==> src/rtl/cnn_pkg.sv <==
// -----------------------------------------------------------------------------
// cnn_pkg
// Shared constants and types for the CNN frame sequencer.
//   PIX_PER_IMG : pixels streamed into the core per MNIST image (28x28)
//   IMG_PIX_W   : pixel width
//   DEC_W       : width of the core decision / label
//   state_t     : sequencer state encoding
// -----------------------------------------------------------------------------
package cnn_pkg;

    localparam int PIX_PER_IMG = 784;
    localparam int IMG_PIX_W   = 8;
    localparam int DEC_W       = 4;

    typedef enum logic [2:0] {
        ST_IDLE   = 3'd0,
        ST_CRST   = 3'd1,
        ST_STREAM = 3'd2,
        ST_WAIT   = 3'd3,
        ST_RESULT = 3'd4,
        ST_FIN    = 3'd5
    } state_t;

endpackage

==> src/rtl/cnn_seq_timer.sv <==
// -----------------------------------------------------------------------------
// cnn_seq_timer
// Loadable down-counter shared by the core-reset, pixel-stream and
// result-timeout intervals. A load takes priority; otherwise the count
// decrements once per cycle and parks at zero.
// Ports:
//   clk, rst_n  : clock, synchronous active-low reset
//   i_load      : load i_load_val this cycle
//   i_load_val  : value to load
//   o_count     : current count
//   o_zero      : count is zero
// -----------------------------------------------------------------------------
module cnn_seq_timer
    import cnn_pkg::*;
#(
    parameter int W = 12
) (
    input  logic         clk,
    input  logic         rst_n,
    input  logic         i_load,
    input  logic [W-1:0] i_load_val,
    output logic [W-1:0] o_count,
    output logic         o_zero
);

    logic [W-1:0] r_count;

    always_ff @(posedge clk) begin
        if (!rst_n) begin
            r_count <= '0;
        end else if (i_load) begin
            r_count <= i_load_val;
        end else if (r_count != '0) begin
            r_count <= r_count - W'(1);
        end
    end

    assign o_count = r_count;
    assign o_zero  = (r_count == '0);

endmodule

==> src/rtl/cnn_frame_sequencer.sv <==
// -----------------------------------------------------------------------------
// cnn_frame_sequencer
// Runs the CNN core over a batch of images: for each image it pulses the core
// soft reset, reads the label, streams PIX_PER_IMG pixels from pixel memory
// into the core one per cycle, waits (bounded) for the core decision, then
// reports the result and accumulates hit / image counts.
// Ports:
//   clk, rst_n                     : clock, synchronous active-low reset
//   start, num_imgs                : batch start request and batch size
//   busy, done                     : batch in progress, end-of-batch pulse
//   mem_rd_en, mem_addr, mem_rdata : pixel memory (1-cycle read latency)
//   lbl_rd_en, lbl_addr, lbl_rdata : label memory (1-cycle read latency)
//   core_rst_n, core_data_in       : core soft reset and pixel stream
//   core_valid_out, core_decision  : core result
//   res_valid, res_decision, res_hit : per-image result
//   hit_count, img_count, timeout_err : batch statistics
// -----------------------------------------------------------------------------
module cnn_frame_sequencer
    import cnn_pkg::*;
#(
    parameter int IMG_W   = 10,
    parameter int ADDR_W  = 20,
    parameter int TIMEOUT = 4095,
    parameter int RST_CYC = 2
) (
    input  logic                 clk,
    input  logic                 rst_n,
    input  logic                 start,
    input  logic [IMG_W-1:0]     num_imgs,
    output logic                 busy,
    output logic                 done,
    output logic                 mem_rd_en,
    output logic [ADDR_W-1:0]    mem_addr,
    input  logic [IMG_PIX_W-1:0] mem_rdata,
    output logic                 lbl_rd_en,
    output logic [IMG_W-1:0]     lbl_addr,
    input  logic [DEC_W-1:0]     lbl_rdata,
    output logic                 core_rst_n,
    output logic [IMG_PIX_W-1:0] core_data_in,
    input  logic                 core_valid_out,
    input  logic [DEC_W-1:0]     core_decision,
    output logic                 res_valid,
    output logic [DEC_W-1:0]     res_decision,
    output logic                 res_hit,
    output logic [IMG_W-1:0]     hit_count,
    output logic [IMG_W-1:0]     img_count,
    output logic                 timeout_err
);

    localparam int TMR_MAX = (TIMEOUT > PIX_PER_IMG) ? TIMEOUT : PIX_PER_IMG;
    localparam int TMR_W   = $clog2(TMR_MAX + 1);

    localparam logic [TMR_W-1:0] LD_RST = TMR_W'(RST_CYC - 1);
    localparam logic [TMR_W-1:0] LD_PIX = TMR_W'(PIX_PER_IMG - 1);
    localparam logic [TMR_W-1:0] LD_TMO = TMR_W'(TIMEOUT);

    state_t                 r_state;
    state_t                 w_state_next;

    logic [IMG_W-1:0]       r_num_imgs;
    logic [IMG_W-1:0]       r_img_count;
    logic [IMG_W-1:0]       r_hit_count;
    logic                   r_timeout_err;
    logic [ADDR_W-1:0]      r_addr;
    logic [DEC_W-1:0]       r_label;
    logic                   r_lbl_dly;
    logic                   r_rd_dly;
    logic [DEC_W-1:0]       r_res_decision;
    logic                   r_res_hit;
    logic                   r_core_rst_n;
    logic                   r_done;

    logic                   w_tmr_load;
    logic [TMR_W-1:0]       w_tmr_load_val;
    logic [TMR_W-1:0]       w_tmr_count;
    logic                   w_tmr_zero;
    logic                   w_accept;
    logic                   w_wait_exit;
    logic                   w_timeout;
    logic                   w_hit;
    logic                   w_mem_rd_en;
    logic                   w_lbl_rd_en;

    cnn_seq_timer #(
        .W (TMR_W)
    ) u_timer (
        .clk        (clk),
        .rst_n      (rst_n),
        .i_load     (w_tmr_load),
        .i_load_val (w_tmr_load_val),
        .o_count    (w_tmr_count),
        .o_zero     (w_tmr_zero)
    );

    assign w_mem_rd_en = (r_state == ST_STREAM);
    // The timer still holds its load value only on the first CRST cycle.
    assign w_lbl_rd_en = (r_state == ST_CRST) && (w_tmr_count == LD_RST);
    assign w_hit       = (core_decision == r_label);

    // ---------------------------------------------------------------------
    // Next-state logic and timer loads
    // ---------------------------------------------------------------------
    always_comb begin
        w_state_next   = r_state;
        w_tmr_load     = 1'b0;
        w_tmr_load_val = '0;
        w_accept       = 1'b0;
        w_wait_exit    = 1'b0;
        w_timeout      = 1'b0;
        case (r_state)
            ST_IDLE: begin
                if (start) begin
                    w_accept = 1'b1;
                    if (num_imgs == '0) begin
                        w_state_next = ST_FIN;
                    end else begin
                        w_state_next   = ST_CRST;
                        w_tmr_load     = 1'b1;
                        w_tmr_load_val = LD_RST;
                    end
                end
            end
            ST_CRST: begin
                if (w_tmr_zero) begin
                    w_state_next   = ST_STREAM;
                    w_tmr_load     = 1'b1;
                    w_tmr_load_val = LD_PIX;
                end
            end
            ST_STREAM: begin
                if (w_tmr_zero) begin
                    w_state_next   = ST_WAIT;
                    w_tmr_load     = 1'b1;
                    w_tmr_load_val = LD_TMO;
                end
            end
            ST_WAIT: begin
                // The first WAIT cycle presents the last pixel, so loading
                // TIMEOUT here counts exactly TIMEOUT cycles after it.
                if (core_valid_out) begin
                    w_state_next = ST_RESULT;
                    w_wait_exit  = 1'b1;
                end else if (w_tmr_zero) begin
                    w_state_next = ST_RESULT;
                    w_wait_exit  = 1'b1;
                    w_timeout    = 1'b1;
                end
            end
            ST_RESULT: begin
                // img_count already includes the image just finished.
                if (r_img_count < r_num_imgs) begin
                    w_state_next   = ST_CRST;
                    w_tmr_load     = 1'b1;
                    w_tmr_load_val = LD_RST;
                end else begin
                    w_state_next = ST_FIN;
                end
            end
            ST_FIN: begin
                w_state_next = ST_IDLE;
            end
            default: begin
                w_state_next = ST_IDLE;
            end
        endcase
    end

    // ---------------------------------------------------------------------
    // State, address, label and scoreboard registers
    // ---------------------------------------------------------------------
    always_ff @(posedge clk) begin
        if (!rst_n) begin
            r_state        <= ST_IDLE;
            r_num_imgs     <= '0;
            r_img_count    <= '0;
            r_hit_count    <= '0;
            r_timeout_err  <= 1'b0;
            r_addr         <= '0;
            r_label        <= '0;
            r_lbl_dly      <= 1'b0;
            r_rd_dly       <= 1'b0;
            r_res_decision <= '0;
            r_res_hit      <= 1'b0;
            r_core_rst_n   <= 1'b0;
            r_done         <= 1'b0;
        end else begin
            r_state      <= w_state_next;
            // Decoded from next state so the core sees reset low for
            // exactly the CRST cycles.
            r_core_rst_n <= (w_state_next != ST_CRST);
            r_done       <= (r_state == ST_FIN);
            r_rd_dly     <= w_mem_rd_en;
            r_lbl_dly    <= w_lbl_rd_en;

            if (r_lbl_dly) begin
                r_label <= lbl_rdata;
            end

            if (w_accept) begin
                r_num_imgs     <= num_imgs;
                r_img_count    <= '0;
                r_hit_count    <= '0;
                r_timeout_err  <= 1'b0;
                r_addr         <= '0;
                r_res_decision <= '0;
                r_res_hit      <= 1'b0;
            end

            // Running address continues across images: image k starts at k*784.
            if (w_mem_rd_en) begin
                r_addr <= r_addr + ADDR_W'(1);
            end

            if (w_wait_exit) begin
                r_img_count <= r_img_count + IMG_W'(1);
                if (w_timeout) begin
                    r_timeout_err  <= 1'b1;
                    r_res_decision <= '0;
                    r_res_hit      <= 1'b0;
                end else begin
                    r_res_decision <= core_decision;
                    r_res_hit      <= w_hit;
                    if (w_hit) begin
                        r_hit_count <= r_hit_count + IMG_W'(1);
                    end
                end
            end
        end
    end

    // ---------------------------------------------------------------------
    // Outputs
    // ---------------------------------------------------------------------
    assign busy         = (r_state != ST_IDLE);
    assign done         = r_done;
    assign mem_rd_en    = w_mem_rd_en;
    assign mem_addr     = r_addr;
    assign lbl_rd_en    = w_lbl_rd_en;
    assign lbl_addr     = r_img_count;
    assign core_rst_n   = r_core_rst_n;
    // Read data arrives the cycle after each read; gate it so the stream
    // idles at zero between images.
    assign core_data_in = r_rd_dly ? mem_rdata : '0;
    assign res_valid    = (r_state == ST_RESULT);
    assign res_decision = r_res_decision;
    assign res_hit      = r_res_hit;
    assign hit_count    = r_hit_count;
    assign img_count    = r_img_count;
    assign timeout_err  = r_timeout_err;

endmodule

==> config.mk <==
export PLATFORM = sky130hd
export DESIGN_NAME = cnn_frame_sequencer
export DESIGN_NICKNAME = d
export VERILOG_FILES = /design/src/rtl/cnn_pkg.sv /design/src/rtl/cnn_seq_timer.sv /design/src/rtl/cnn_frame_sequencer.sv
export SDC_FILE = /design/constraint.sdc
export NUM_CORES = 1
export LEC_CHECK = 0
export CAP_MARGIN = 40
export CORE_MARGIN = 1.5
export CORE_UTILIZATION = 40
export CTS_BUF_LIST = sky130_fd_sc_hd__clkbuf_4 sky130_fd_sc_hd__clkbuf_8
export DETAILED_ROUTE_END_ITERATION = 10
export PLACE_DENSITY = 0.65
export SYNTH_ARGS = -nofsm -noshare
export SYNTH_HDL_FRONTEND = slang
export SYNTH_SLANG_ARGS = --single-unit
==> constraint.sdc <==
create_clock -name clk -period 6 [get_ports clk]
set_clock_uncertainty 0.15 [all_clocks]
set_input_delay 1.5 -clock clk [delete_from_list [all_inputs] [get_ports clk]]
set_output_delay 1.5 -clock clk [all_outputs]
set_load 0.005 [all_outputs]
==> results.yml <==
logic_synthesis:
  ys_types: 55
  seq_area_frac_synth_pct: 39.84
  synth_fp_nets: 540
  syn_area_sq_um: 3970
  synthXorXnorAreaFrac_pct: 3.309
  synthCells: 496
  synth_edf_count: 0
  synth_fa_ha_area_share_pct: 4.412
  synth.largest_area_cell: "dfxtp_1"
  synthArstFlopShare_pct: 0
  yosysWarnings: 0
  synth_top_family_by_area: "simple AND/OR/NAND/NOR gates"
  synth_area_leaders: "dfxtp_1 40%, a21oi_1 6.1%, nor2_1 5.8%"
  synth-simple-area-share_pct: 27.99
  synth_compound_area_share_pct: 14.91
  ys_ff_latch: 79
  avgSynthCellArea_sq_um: 8.004
  synthMuxAreaShare_pct: 3.750
  yosys.area.top_type_share_pct: 39.84
  synth_ff_type: "dfxtp_1"
grt:
  grt_pass1_vias: 3359
  gr-total-overflow: 0
  grtUsageTotal_pct: 19.29
  grt_pass1_wl_um: 16030
  grt_max_degree: 46
  grt_antenna_before_repair: 0
cts:
  clock_latency_ns: 0.36
  post_cts_resize_count: 0
  clock_sinks: 79
  cts_buffer_depth: 2
  path_clk_slew_ns: 0.08
  postCtsHoldBufs: 0
  h-tree-depth: 3
  root_buffer: "clkbuf_8"
  post_cts_buffers: 0
  cts_made_buffers: 9
  cts_tree: "done"
floorplan:
  num_rows: 36
  die_area_sq_um: 10530
  initial_utilization_pct: 40.99
  top_level_ports: 100
  design.core.area_sq_um: 9684
  fp.dieW_um: 102.6
  die_h_um: 102.6
sta:
  final_hold_viol_count: 0
  period_share_pct: 70.61
  worst_slack_ns: 1.764
  worst_pin_slew_ns: 0.8286
  clock.fmax_mhz: 236.1
  finalSetupTns_ns: 0
  report.final.slew_viol_count: 0
  period_minus_slack_ns: 4.236
  finalSetupViolCount: 0
  max_slew_margin_pct: 44.55
  rsz0062_at_grt: "false"
drt:
  drc_errors: 0
  num_vias: 3744
  wl_per_cell_um: 14.04
  drt-total-wl_um: 9996
  avgViaCountPerCell: 5.258
  dr.first_iter.drc_count: 215
  drt-pass1-iter-count: 4
  antenna_left: 0
power_and_ir_drop:
  vdd_drop_max_mv: 0.2728
  p_leak_uw: 0.001899
  power.density_nw_per_um2: 315.3
cells_and_area:
  layout-drive-gt1-share_pct: 5.009
  fin_nets: 619
  fillers: 937
  antennaDiodeCount: 0
  area_growth_pct: 30.35
  design_area_sq_um: 5175
setup_path:
  cp.arrival_ns: 2.59
  r2r_setup_slack_ns: 3.25
  critPathKind: "in2out"
  cp.required_ns: 4.35
  critPathCaptureType: "primary output"
  worst_setup_path_start_kind: "input port"
  cp_max_fo: 1
placed_design:
  io_buffers: 99
  placed_cell_area_sq_um: 4985
  dp_slack_ns: 1.765
  dp.final_hpwl_um: 7136
  place_congestion: 0.8534
flow_run:
  cap_violations: 0
run_status:
  status: "completed"
worst_hold_path:
  min_path_type: "reg2reg"
==> worst max-delay path, cell delays in order <==
cell and delay (ns):
clkdlybuf4s50_1 0.45, and2_1 0.13, clkdlybuf4s50_1 0.50
==> metal layers <==
metal	GRT usage, %	vias up	wire length (um)
met5	0	-	0
met4	6.533	0	73
met3	4.068	7	497
met2	31.18	87	4606
met1	25.67	1753	4818
li1	-	1897	-
==> synth_stat cells (2+ instances only) <==
library cell,number
a211oi_1,3
a21oi_1,48
a22oi_1,5
a31oi_1,3
a41oi_1,4
and2_1,11
and3_1,8
buf_1,3
buf_4,10
clkbuf_1,18
dfxtp_1,79
ha_1,14
inv_1,16
mux2_2,3
mux2i_1,10
nand2_1,55
nand2b_1,3
nand3_1,31
nand3b_1,3
nand4_1,16
nor2_1,61
nor2b_1,2
nor3_1,11
nor3b_1,3
nor4_1,6
o211ai_1,3
o21a_1,3
o21ai_0,16
o31ai_1,5
or2_2,2
or3_1,3
or4_1,2
xnor2_1,4
xor2_1,11
==> power by group <==
group / switching (uW) / internal (uW) / total (uW)
registers: 61.7 / 585 / 647
clock network: 199 / 195 / 394
logic: 351 / 240 / 591
==> cells in the final DEF, fill, tap and decap left out, types with 9 or more instances in the layout <==
master	count
nor2_1	61
inv_1	15
ha_1	14
xor2_1	11
mux2i_1	10
nor3_1	11
dfxtp_1	79
and2_1	11
clkdlybuf4s50_1	99
a21oi_1	48
nand4_1	16
nand3_1	31
o21ai_0	16
nand2_1	55
clkbuf_8	9
==> layout make-up <==
type | instances | area [sq um] | share of cell area [%]
Multi-Input combinational cell | 368 | 2158 | 41.71
Sequential cell | 79 | 1582 | 30.56
Timing Repair Buffer | 101 | 1018 | 19.68
Tap cell | 133 | 166.4 | 3.216
Clock buffer | 10 | 131.4 | 2.539
Inverter | 16 | 60.06 | 1.161
Clock inverter | 5 | 58.81 | 1.136
==> flip-flops by register name, summed over array words and instances, names as in the netlist <==
name / count
mem_addr: 20
u_timer.o_count: 12
hit_count: 10
img_count: 10
r_num_imgs: 10
r_label: 4
res_decision: 4
r_state: 3
core_rst_n: 1
done: 1
r_lbl_dly: 1
r_rd_dly: 1
res_hit: 1
timeout_err: 1
==> metrics by stage <==
step | hold WS (ns) | utilization, % | total power (uW) | cells
2_1_floorplan | 0.2863 | - | 1078 | 496
3_3_place_gp | 0.2960 | 51.27 | 1227 | 696
3_5_place_dp | 0.2975 | 51.47 | 1239 | 697
4_1_cts | 0.3089 | 53.44 | 1639 | 712
5_1_grt | 0.3357 | 53.44 | 1752 | 712
6_report | 0.3084 | 53.44 | 1632 | 712
==> worst paths after layout <==
kind | endpoint | start | depth (start not counted)
setup / recovery | core_data_in[1] | mem_rdata[1] | 3
hold / removal | r_num_imgs[0] | r_num_imgs[0] | 2
setup reg to reg | img_count[2] | u_timer.o_count[0] | 8
hold reg to reg | r_num_imgs[0] | r_num_imgs[0] | 2
==> cell families after synthesis <==
logic type	Yosys count
XOR/XNOR	15
AO/OA/AOI/OAI	99
buffers and inverters	49
AND/OR/NAND/NOR	226
adder cells (fa/ha/maj)	14
multiplexers	14
flip-flops	79
No activity file was read; power rests on OpenSTA's default activity.
